==> src/rtl/carryskip_addsub_seq.sv <==
// Sequential carry-skip adder/subtractor: one BLOCK-bit slice is resolved per clock, LSB slice first.
// Define CSA_OVERFLOW_EN to add the signed-overflow output.
module carryskip_addsub_seq #(
  parameter int WIDTH = 8,
  parameter int BLOCK = 4
) (
  input  logic                     clk,
  input  logic                     rst,
  input  logic                     in_valid,
  output logic                     in_ready,
  input  logic [WIDTH-1:0]         in1,
  input  logic [WIDTH-1:0]         in2,
  input  logic                     carry_in,
  input  logic                     sub,
  output logic                     out_valid,
  input  logic                     out_ready,
  output logic [WIDTH-1:0]         sum,
  output logic                     carry_final,
  output logic [WIDTH/BLOCK-1:0]   skip_mask
`ifdef CSA_OVERFLOW_EN
  ,
  output logic                     overflow
`endif
);

  localparam int NB = WIDTH / BLOCK;
  localparam int IW = (NB > 1) ? $clog2(NB) : 1;

  typedef enum logic [1:0] {IDLE, CALC, DONE} state_t;

  state_t           state_q, state_d;
  logic [WIDTH-1:0] a_q, a_d;
  logic [WIDTH-1:0] b_q, b_d;
  logic [WIDTH-1:0] sum_q, sum_d;
  logic             c_q, c_d;
  logic             carry_q, carry_d;
  logic [NB-1:0]    skip_q, skip_d;
  logic [IW-1:0]    idx_q, idx_d;

  logic [BLOCK-1:0] aSlice;
  logic [BLOCK-1:0] bSlice;
  logic [BLOCK:0]   sliceSum;
  logic             propagate;
  logic             cNext;

`ifdef CSA_OVERFLOW_EN
  logic ovf_q, ovf_d;
  logic cIntoMsb;
`endif

  // Subtraction is folded into the add path at accept time, so this slice adder never sees sub.
  always_comb begin
    aSlice    = a_q[idx_q*BLOCK +: BLOCK];
    bSlice    = b_q[idx_q*BLOCK +: BLOCK];
    sliceSum  = {1'b0, aSlice} + {1'b0, bSlice} + {{BLOCK{1'b0}}, c_q};
    propagate = &(aSlice ^ bSlice);
    cNext     = propagate ? c_q : sliceSum[BLOCK];
  end

`ifdef CSA_OVERFLOW_EN
  assign cIntoMsb = aSlice[BLOCK-1] ^ bSlice[BLOCK-1] ^ sliceSum[BLOCK-1];
`endif

  always_comb begin
    state_d = state_q;
    a_d     = a_q;
    b_d     = b_q;
    c_d     = c_q;
    idx_d   = idx_q;
    sum_d   = sum_q;
    carry_d = carry_q;
    skip_d  = skip_q;
`ifdef CSA_OVERFLOW_EN
    ovf_d   = ovf_q;
`endif
    unique case (state_q)
      IDLE: begin
        if (in_valid) begin
          a_d     = in1;
          b_d     = sub ? ~in2 : in2;
          c_d     = sub ? ~carry_in : carry_in;
          idx_d   = '0;
          state_d = CALC;
        end
      end
      CALC: begin
        // Only the current slice is written; untouched slices keep the previous result.
        sum_d[idx_q*BLOCK +: BLOCK] = sliceSum[BLOCK-1:0];
        skip_d[idx_q]               = propagate;
        c_d                         = cNext;
        if (idx_q == IW'(NB - 1)) begin
          carry_d = cNext;
`ifdef CSA_OVERFLOW_EN
          ovf_d   = cIntoMsb ^ cNext;
`endif
          state_d = DONE;
        end else begin
          idx_d = idx_q + 1'b1;
        end
      end
      DONE: begin
        if (out_ready) state_d = IDLE;
      end
      default: state_d = IDLE;
    endcase
  end

  always_ff @(posedge clk or posedge rst) begin
    if (rst) begin
      state_q <= IDLE;
      a_q     <= '0;
      b_q     <= '0;
      c_q     <= 1'b0;
      idx_q   <= '0;
      sum_q   <= '0;
      carry_q <= 1'b0;
      skip_q  <= '0;
`ifdef CSA_OVERFLOW_EN
      ovf_q   <= 1'b0;
`endif
    end else begin
      state_q <= state_d;
      a_q     <= a_d;
      b_q     <= b_d;
      c_q     <= c_d;
      idx_q   <= idx_d;
      sum_q   <= sum_d;
      carry_q <= carry_d;
      skip_q  <= skip_d;
`ifdef CSA_OVERFLOW_EN
      ovf_q   <= ovf_d;
`endif
    end
  end

  assign in_ready    = (state_q == IDLE);
  assign out_valid   = (state_q == DONE);
  assign sum         = sum_q;
  assign carry_final = carry_q;
  assign skip_mask   = skip_q;
`ifdef CSA_OVERFLOW_EN
  assign overflow    = ovf_q;
`endif

endmodule
==> config.mk <==
export PLATFORM = sky130hd
export DESIGN_NAME = carryskip_addsub_seq
export DESIGN_NICKNAME = d
export VERILOG_FILES = /design/src/rtl/carryskip_addsub_seq.sv
export SDC_FILE = /design/constraint.sdc
export NUM_CORES = 1
export LEC_CHECK = 0
export BUFFER_PORTS_ARGS = -buffer_cell sky130_fd_sc_hd__buf_2
export CORE_MARGIN = 8
export CORE_UTILIZATION = 30
export CTS_CLUSTER_SIZE = 14
export DETAILED_ROUTE_END_ITERATION = 10
export PLACE_DENSITY = 0.49
export SKIP_LAST_GASP = 1
export SLEW_MARGIN = 20
export SYNTH_ARGS = -nofsm -noshare
export SYNTH_HDL_FRONTEND = slang
export SYNTH_SLANG_ARGS = --single-unit
==> constraint.sdc <==
create_clock -name clk -period 6.92 [get_ports clk]
set_clock_uncertainty 0.15 [all_clocks]
set_input_delay 0.346 -clock clk [delete_from_list [all_inputs] [get_ports clk]]
set_output_delay 0.346 -clock clk [all_outputs]
set_load 0.01 [all_outputs]
==> out/results.md <==
| Result | Reported | Unit |
|---|---|---|
| Required time of the worst setup path | 6910 | ps |
| Number of synthesized register bits | 31 | - |
| Nature of the critical path startpoint | flop | - |
| Normalized max-slew margin | 69.3 | % |
| Final hold violations | 6 | - |
| Final standard cell utilization of the core | 36.8 | % |
| EDFF count, synth | 0 | - |
| Violated checks | hold timing | - |
| Post-route DRC violation count | 0 | - |
| Unrepaired setup endpoints after global routing | no | - |
| Cts repair resizes | 0 | - |
| Maximum clock frequency | 0.394 | GHz |
| Detailed Route Iter0 Violations | 52 | - |
| Smallest hold slack | -4.98 | ps |
| Number of iterations in the first detailed-routing pass | 4 | - |
| Residual antenna-violating net count after detailed routing | 0 | - |
| Total buffers and inverters traversed by the critical path | 0 | - |
| Net Count, Synth | 157 | - |
| Vias post-DR | 1075 | - |
| WS Path Type | flop to flop | - |
| Post-synthesis sequential area ratio | 50.7 | % |
| Clock edge transition at the registers on the reported setup and hold paths | 60 | ps |
| Final Setup Violations | 0 | - |
| Share of async-settable or async-resettable flops after synthesis | 100 | % |
| Gate family responsible for the most delay along the worst path | adder cells | - |
| Total clock buffers created by CTS | 5 | - |
| Post-route minimum period | 2540 | ps |
| Leakage component of the power | 0.853 | nW |
| Number of cells after detailed placement | 228 | - |
| Area of the core region | 0.00501 | mm^2 |
| Highest ir drop seen on vdd | 0.000164 | V |
| TritonCTS clock tree | yes | - |
| CP cell instances | mux2_2, fa_1, fa_1, a21oi_1, o211a_1, o31ai_1 | - |
| Remaining global-route overflow | 0 | - |
| Max Cap Viol | 0 | - |
| Die footprint | 0.00764 | mm^2 |
| Outcome | complete, but fails checks | - |
| Max Slew Vio Count | 0 | - |
| Critical path capture point type | flop | - |
| Clock root buffer | sky130_fd_sc_hd__clkbuf_8 | - |
| Floorplan die width | 87.4 | um |
| Count of distinct cell types in the synthesized netlist | 29 | - |
| Final cell count without fillers | 235 | - |
| Power consumption | 0.000949 | W |
| WL final | 3250 | um |
| Htree depth | 2 | - |
| Power density of the placed cells | 515 | mW/mm^2 |
| # nets final | 193 | - |
| Post-Syn Area per Cell | 11.9 | um^2 |
| Fin Setup TNS | 0 | ps |
| Antenna violations before repair | 0 | - |
| Vias per std cell | 4.57 | - |
| Number of clock sinks | 31 | - |
| Most frequent cell on the critical path | sky130_fd_sc_hd__fa_1 | - |
| Area growth, synth to finish | 20.4 | % |
| Routed wirelength normalized by instance count | 13.8 | um |
| Number of core rows | 26 | - |
| Cell count after synthesis | 129 | - |
| Clock Tree Buf Depth | 2 | - |
| DP Wirelength | 2520 | um |
| First-pass GRT wire length | 5560 | um |
| Initial Util | 30.5 | % |
| Maximum fanout encountered on the critical timing path | 11 | - |
| Number of input and output port buffers inserted | 34 | - |
| Vias in the first global route | 1202 | - |
| Slowest-stage cell, CP | sky130_fd_sc_hd__dfrtp_1 | - |
| Largest incremental delay on the critical path | 580 | ps |
| Overall routing resource usage | 9.32 | % |
| Data arrival time at the worst-slack endpoint | 2530 | ps |
| Hold crit path type | input pin to asynchronous set/reset pin | - |
| Final weighted congestion of routability-driven global placement | 0.784 | - |
| Share of the clock period used by the worst path after layout | 36.7 | % |
| Top FF cell, synth | sky130_fd_sc_hd__dfrtp_1 | - |
| Hold bufs inserted after CTS | 0 | - |
| Worst Tran Pin Value | 459 | ps |
| Antenna diode instance count | 0 | - |
| Synthesized area | 0.00153 | mm^2 |
| Synthesis Warnings | 0 | - |
| Top-Level Pins | 35 | - |
| Maximum number of pins on one net before global-route repair | 32 | - |
| Layout cell share with drive strength beyond 1 | 39.4 | % |
| Post-CTS Setup Inserts | 0 | - |
| Y dimension of the die | 87.4 | um |
| Clk Latency, worst-skew pair | 270 | ps |
==> registers in the layout, summed over array words and instances, names as in the netlist <==
name	cells
b_q	8
a_q	8
sum	8
carry_final	1
c_q	1
skip_mask	2
state_q	2
idx_q	1
==> stage by stage <==
step / hold WS (ps) / setup WS, ps / cell area [um^2]
after floorplan: 300 / 4570 / 1530
after global placement: 289 / 4440 / 1750
after detailed placement: 309 / 4360 / 1750
after CTS: 15.4 / 4370 / 1840
after global routing: 23.7 / 4260 / 1840
final: -4.98 / 4380 / 1840
==> synth_stat cells (2+ instances only) <==
| cell type | instances | area [um^2] |
|---|---|---|
| sky130_fd_sc_hd__a21oi_1 | 11 | 55.1 |
| sky130_fd_sc_hd__mux2_4 | 2 | 30.0 |
| sky130_fd_sc_hd__buf_6 | 2 | 22.5 |
| sky130_fd_sc_hd__mux2_2 | 18 | 203 |
| sky130_fd_sc_hd__xnor2_1 | 9 | 78.8 |
| sky130_fd_sc_hd__nor2_1 | 10 | 37.5 |
| sky130_fd_sc_hd__o21ai_0 | 5 | 25.0 |
| sky130_fd_sc_hd__inv_1 | 6 | 22.5 |
| sky130_fd_sc_hd__nand2_1 | 8 | 30.0 |
| sky130_fd_sc_hd__dfrtp_1 | 31 | 776 |
| sky130_fd_sc_hd__buf_2 | 3 | 15.0 |
| sky130_fd_sc_hd__fa_1 | 2 | 40.0 |
| sky130_fd_sc_hd__o31ai_1 | 3 | 22.5 |
| sky130_fd_sc_hd__ha_1 | 4 | 50.1 |
==> worst reg2reg max path, cell delays in order, from the launching register on <==
cell and delay (ps):
sky130_fd_sc_hd__dfrtp_1 580, sky130_fd_sc_hd__mux2_2 420, sky130_fd_sc_hd__fa_1 440, sky130_fd_sc_hd__fa_1 420
sky130_fd_sc_hd__a21oi_1 160, sky130_fd_sc_hd__o211a_1 170, sky130_fd_sc_hd__o31ai_1 80
==> metal layers <==
layer  track usage, %  vias up  routed length (um)
li1                 -      515                   -
met1             11.2      514                1450
met2             14.7       42                1530
met3             3.58        4                 230
met4             3.44        0                  36
met5                0        -                   0
==> logic make-up after synthesis <==
group / after synthesis / synth area share [%]
compound gates: 25 / 9.98
xor+xnor: 10 / 5.72
fa+ha+maj: 6 / 5.89
buf+inv: 13 / 4.66
flops: 31 / 50.7
mux: 20 / 15.2
simple gates: 24 / 7.85
==> placed cells by master, fill, tap and decap left out, drive strengths merged <==
master and instances:
dfrtp 31, a21bo 1, and3 1, mux2 20
xor2 1, nand4 1, or3b 1, o41ai 1
nor2 10, inv 6, clkinv 1, fa 2
o21ai 5, buf 36, ha 4, o22ai 1
nand2 8, nand3 1, clkbuf 6, nor3b 1
a22oi 1, a21oi 11, xnor2 9, o21bai 1
o211a 1, o31ai 3, nand3b 1
==> cell type report <==
cell class / instances / area (um^2)
clock inverters: 1 / 5.00
clock buffers: 6 / 82.6
flip-flops and latches: 31 / 776
inverters: 6 / 22.5
well taps: 70 / 87.6
multi-input cells: 85 / 683
repair buffers: 36 / 185
fillers: 542 / 3170
==> where the power goes <==
part | switching, W | internal, W | total (W)
Sequential | 0.0000633 | 0.000271 | 0.000334
Combinational | 0.000241 | 0.000234 | 0.000475
Clock | 0.0000613 | 0.0000779 | 0.000139
==> path summary, 6_finish.rpt <==
check	start	end	slack, ps	cells after the start
min in group clk	out_ready	state_q[1]$_DFFE_PP0P_	110	2
worst max register to register	idx_q$_DFFE_PP0P_	carry_final$_DFFE_PP0P_	4380	6
worst min-delay path	rst	a_q[1]$_DFFE_PP0P_	-5	3
worst max-delay path	idx_q$_DFFE_PP0P_	carry_final$_DFFE_PP0P_	4380	6
worst min register to register	sum[3]$_DFFE_PP0P_	sum[3]$_DFFE_PP0P_	320	2
max in group asynchronous	rst	b_q[3]$_DFFE_PP0P_	6340	3
No activity file was read; power rests on OpenSTA's default activity.
